$ cat config.mk
export PLATFORM = sky130hd
export DESIGN_NAME = cnt5_rr_ctrl
export DESIGN_NICKNAME = d
export VERILOG_FILES = /design/src/rtl/cnt5_rr_ctrl.sv
export SDC_FILE = /design/constraint.sdc
export NUM_CORES = 1
export LEC_CHECK = 0
export ABC_AREA = 1
export ABC_CLOCK_PERIOD_IN_PS = 2500
export CORE_ASPECT_RATIO = 1.25
export CORE_MARGIN = 4
export CORE_UTILIZATION = 45
export CTS_CLUSTER_DIAMETER = 50
export DETAILED_ROUTE_END_ITERATION = 6
export GPL_TIMING_DRIVEN = 1
export PLACE_DENSITY = 0.72
export SETUP_SLACK_MARGIN = 0.05
export SKIP_CTS_REPAIR_TIMING = 1
export SYNTH_ARGS = -nofsm -noshare
export SYNTH_HDL_FRONTEND = slang
export SYNTH_SLANG_ARGS = --single-unit
$ cat constraint.sdc
create_clock -name clk -period 2.5 [get_ports clk]
set_input_delay 0.5 -clock clk [delete_from_list [all_inputs] [get_ports clk]]
set_output_delay 0.5 -clock clk [all_outputs]
set_load 0.01 [all_outputs]
$ cat src/rtl/cnt5_rr_ctrl.sv
// cnt5_rr_ctrl: round-robin arbiter sharing one mod-5 up/down counter among N
// requesters. One grant per cycle, registered one-hot gnt, and one idle WRAP
// cycle inserted after any operation that wraps the counter.
//
// Handshake: req is a level request. A requester owns the counter operation in
// the cycle its gnt bit is high; gnt is registered and never combinationally
// follows req. A requester wanting exactly one operation drops req in the cycle
// it sees its gnt bit.
module cnt5_rr_ctrl #(
  parameter int N = 4
) (
  input  logic         clk,
  input  logic         reset_n,
  input  logic         clr,
  input  logic [N-1:0] req,
  input  logic [N-1:0] dir,
  output logic [N-1:0] gnt,
  output logic [2:0]   cnt,
  output logic         wrap,
  output logic [1:0]   state_dbg
);

  localparam int PW = (N > 1) ? $clog2(N) : 1;

  typedef enum logic [1:0] {
    S_IDLE  = 2'd0,
    S_GRANT = 2'd1,
    S_WRAP  = 2'd2
  } state_t;

  state_t        state;
  logic [PW-1:0] ptr;
  logic          wrap_flag;

  logic          found;
  logic [PW-1:0] win;
  logic [PW:0]   sum;
  logic [PW-1:0] idx;
  logic [2:0]    cnt_next;
  logic          wrap_next;
  logic [PW-1:0] ptr_next;

  assign state_dbg = state;

  // Round-robin search: first requesting index at or above ptr, modulo N.
  always_comb begin
    found = 1'b0;
    win   = '0;
    sum   = '0;
    idx   = '0;
    for (int i = 0; i < N; i++) begin
      sum = {1'b0, ptr} + (PW+1)'(i);
      if (sum >= (PW+1)'(N)) sum = sum - (PW+1)'(N);
      idx = sum[PW-1:0];
      if (!found && req[idx]) begin
        found = 1'b1;
        win   = idx;
      end
    end
  end

  // Mod-5 counter step for the winner's direction, plus its wrap indication.
  always_comb begin
    cnt_next  = cnt;
    wrap_next = 1'b0;
    if (dir[win]) begin
      if (cnt == 3'd4) begin
        cnt_next  = 3'd0;
        wrap_next = 1'b1;
      end else begin
        cnt_next = cnt + 3'd1;
      end
    end else begin
      if (cnt == 3'd0) begin
        cnt_next  = 3'd4;
        wrap_next = 1'b1;
      end else begin
        cnt_next = cnt - 3'd1;
      end
    end
    ptr_next = (win == PW'(N-1)) ? '0 : win + PW'(1);
  end

  // Controller FSM with registered outputs; clr beats the wrap bubble, which
  // beats new requests (req is not even looked at during the bubble edge).
  always_ff @(posedge clk or negedge reset_n) begin
    if (!reset_n) begin
      state     <= S_IDLE;
      cnt       <= 3'd0;
      gnt       <= '0;
      wrap      <= 1'b0;
      wrap_flag <= 1'b0;
      ptr       <= '0;
    end else if (clr) begin
      state     <= S_IDLE;
      cnt       <= 3'd0;
      gnt       <= '0;
      wrap      <= 1'b0;
      wrap_flag <= 1'b0;
      ptr       <= '0;
    end else if (state == S_GRANT && wrap_flag) begin
      state     <= S_WRAP;
      gnt       <= '0;
      wrap      <= 1'b1;
      wrap_flag <= 1'b0;
    end else if (found) begin
      state     <= S_GRANT;
      cnt       <= cnt_next;
      gnt       <= {{(N-1){1'b0}}, 1'b1} << win;
      wrap      <= 1'b0;
      wrap_flag <= wrap_next;
      ptr       <= ptr_next;
    end else begin
      state     <= S_IDLE;
      gnt       <= '0;
      wrap      <= 1'b0;
      wrap_flag <= 1'b0;
    end
  end

endmodule

==> flow_summary.json <==
{
  "num-fill-cells": 232,
  "met1_length_um": 874,
  "min_delay_path_depth": 2,
  "detailedRoute.firstIterationViolations": 20,
  "postPlaceCellArea_sq_mm": 0.001239,
  "dp_slack_ns": 0.08211,
  "async_reset_ff_frac": 1.000,
  "routed-wl-met3_um": 76,
  "length_of_routed_met2_wiring_um": 1251,
  "post_synth_and_or_nand_nor_area_fraction": 0.4423,
  "coreArea_sq_mm": 0.002187,
  "postSynthRegisterBits": 12,
  "synth.top_cell.area_share": 0.2948,
  "final.setup.tns_ns": 0,
  "tritoncts_clock_tree": "yes",
  "die_y_um": 61.19,
  "dpl.cell_count": 196,
  "power_switching_mw": 0.8074,
  "worst_setup_hold_path_clk_slew_ns": 0.08,
  "finalHoldViolations": 0,
  "nNetsFinal": 189,
  "top_level_i_o_count": 21,
  "worst_r2r_path_depth": 12,
  "wl_per_cell_um": 11.09,
  "synthesis.nets": 166,
  "drt_first_pass_iters": 4,
  "leakage_component_of_the_power_nw": 0.6910,
  "clock_tree.buffer_depth": 2,
  "hold-worst-slack_ns": 0.5572,
  "synth_compound_area_frac": 0.04545,
  "design_area_sq_mm": 0.001275,
  "synthToLayoutAreaGrowth_pct": 25.18,
  "post-route-util": 0.5830,
  "critical-path-slowest-cell": "clkdlybuf4s50_1",
  "synthesis.area_sq_mm": 0.001018,
  "average_size_of_a_mapped_cell_sq_um": 6.928,
  "clock_power_share": 0.098,
  "critical_path.startpoint_type": "primary input",
  "sw_frac_of_total": 0.5137,
  "clk_root_buffer_cell": "clkbuf_4",
  "min_path_type": "flip-flop to flip-flop",
  "synth.most_common_cell": "nand2_1",
  "global_route.overflow_total": 0,
  "dr_total_vias": 963,
  "internal_power_mw": 0.7643,
  "global_route_wire_length_before_repair_um": 3815,
  "maxSlewHeadroom": 0.6420,
  "fin_crit_ns": 2.114,
  "timing.max_cap.violations": 0,
  "cp_slowest_stage_delay_ns": 0.43,
  "comb_power_share": 0.695,
  "yosys-top-cells-count": "51 x nand2_1, 24 x inv_1, 14 x nand3_1",
  "critical_path.endpoint_type": "flip-flop",
  "synthTopCellsByArea": "dfrtp_1 29%, nand2_1 19%, ha_1 9.8%, inv_1 8.8%, nand3_1 6.9%",
  "tritoncts.num_buffers": 3,
  "routed_wirelength_um": 2217,
  "worstPathRequired_ns": 2.66,
  "antenna_found_initial": 0,
  "rsz0062_at_grt": "no",
  "p_total_mw": 1.572,
  "synth_flop_cell": "dfrtp_1",
  "top_layer": "met4",
  "routabilityCongestion": 0.7906,
  "io_buffer_count": 20,
  "die_area_sq_mm": 0.003093,
  "fmaxAchievable_ghz": 0.4729,
  "instances_no_fill": 200,
  "final.setup_skew_ns": 0.009730,
  "antenna_cells_inserted": 0,
  "groute.usage.overall": 0.1601,
  "worst_skew_pair.late_latency_ns": 0.28,
  "setup_viol": 0,
  "hpwl_um": 1821,
  "synthAdderAreaFrac": 0.09828,
  "layout_setup_ws_ns": 0.3855,
  "drtAntennaViolNets": 0,
  "ctsHtreeMaxLevel": 1,
  "tightestPinTransition_ns": 0.5353,
  "routed_via_density": 4.815,
  "critPathKind": "primary input to flip-flop",
  "count_of_distinct_cell_types_in_the_synthesized_netlist": 19,
  "yosys_warnings": 0,
  "cts_num_sinks": 12,
  "seqPwrFrac": 0.207,
  "crit_arrival_ns": 2.27,
  "first_global_vias": 939,
  "worstPathCellList": "clkdlybuf4s50_1, inv_1, nand2_1, nand3_1, nand2_2, nor2_4, nand3_2, nand3_4, inv_1, ha_1, nand2_1, o21ai_0",
  "p_per_area_mw_per_mm2": 1233,
  "synthCells": 147,
  "synth_top_cell_by_area": "dfrtp_1",
  "drc_errors_left": 0,
  "grt_max_degree": 13,
  "critical_path.max_fanout": 7,
  "die_x_um": 50.55,
  "power.ir.vdd_worst_v": 0.0006545,
  "finalMaxSlewViolations": 0,
  "floorplan.initialDensity": 0.4657,
  "synth_top_family_by_area": "simple AND/OR/NAND/NOR gates",
  "status": "completed",
  "synth_enable_flop_cells": 0,
  "synth_sequential_area_ratio": 0.2948,
  "fin_crit_sh": 0.8458,
  "synth.area.mux_share": 0,
  "post_route_cells_drive_above_1_share": 0.1302,
  "xor_xnor_fraction_of_synth_area": 0,
  "row_count": 19
}
-- power groups by stage --
stage / registers, mW / clock network (mW) / logic (mW)
global placement: 0.324 / 0 / 1.06
finish: 0.326 / 0.154 / 1.09
detailed placement: 0.327 / 0 / 1.10
CTS: 0.325 / 0.160 / 1.11
floorplan: 0.323 / 0 / 0.825
global route: 0.338 / 0.169 / 1.26
-- per-layer routing --
metal | vias up | GRT usage
met1 | 438 | 0.1634
met5 | - | 0
met3 | 2 | 0.04116
li1 | 501 | -
met4 | 0 | 0.04615
met2 | 22 | 0.3209
-- layout by cell type, fill, tap and decap left out, drive strengths merged --
master         instances
nand2                 58
inv                   26
clkdlybuf4s50         20
nand3                 20
dfrtp                 12
ha                     8
nor2                   8
o21ai                  6
nand4                  4
clkbuf                 4
nand3b                 1
a21oi                  1
a21o                   1
-- worst paths after layout --
path / start / to / slack (ns)
hold / removal: cnt[1] / cnt[1] / 0.56
hold reg to reg: cnt[1] / cnt[1] / 0.56
setup / recovery: req[3] / ptr[1] / 0.39
setup reg to reg: ptr[0] / ptr[1] / 0.41
max in group asynchronous: reset_n / wrap_flag / 1.57
min in group asynchronous: reset_n / gnt[1] / 0.57
-- logic make-up (layout without fill, tap and decap cells) --
family / after synthesis / after routing
buffers and inverters: 28 / 50
DFF: 12 / 12
and+or+nand+nor: 91 / 91
AOI/OAI and AO/OA: 8 / 8
adders and majority gates: 8 / 8
-- area by class of cell --
class	instances	area, sq um	share of cell area
Timing Repair Buffer	20	200.2	0.1570
Sequential cell	12	300.3	0.2355
Tap cell	31	38.79	0.03042
Multi-Input combinational cell	107	596.8	0.4681
Clock buffer	4	36.28	0.02846
Inverter	26	102.6	0.08047
-- flip-flops by register name (all words and copies together) (netlist names) --
| register | count |
|---|---|
| cnt | 3 |
| gnt | 4 |
| ptr | 2 |
| state_dbg | 2 |
| wrap_flag | 1 |
-- critical path, delay by kind of cell --
| kind | cells | cell delay (ns) |
|---|---|---|
| and+or+nand+nor | 7 | 0.82 |
| buffers and inverters | 3 | 0.59 |
| adders and majority gates | 1 | 0.29 |
| AOI/OAI and AO/OA | 1 | 0.08 |
(Power assumes the default switching activity.)
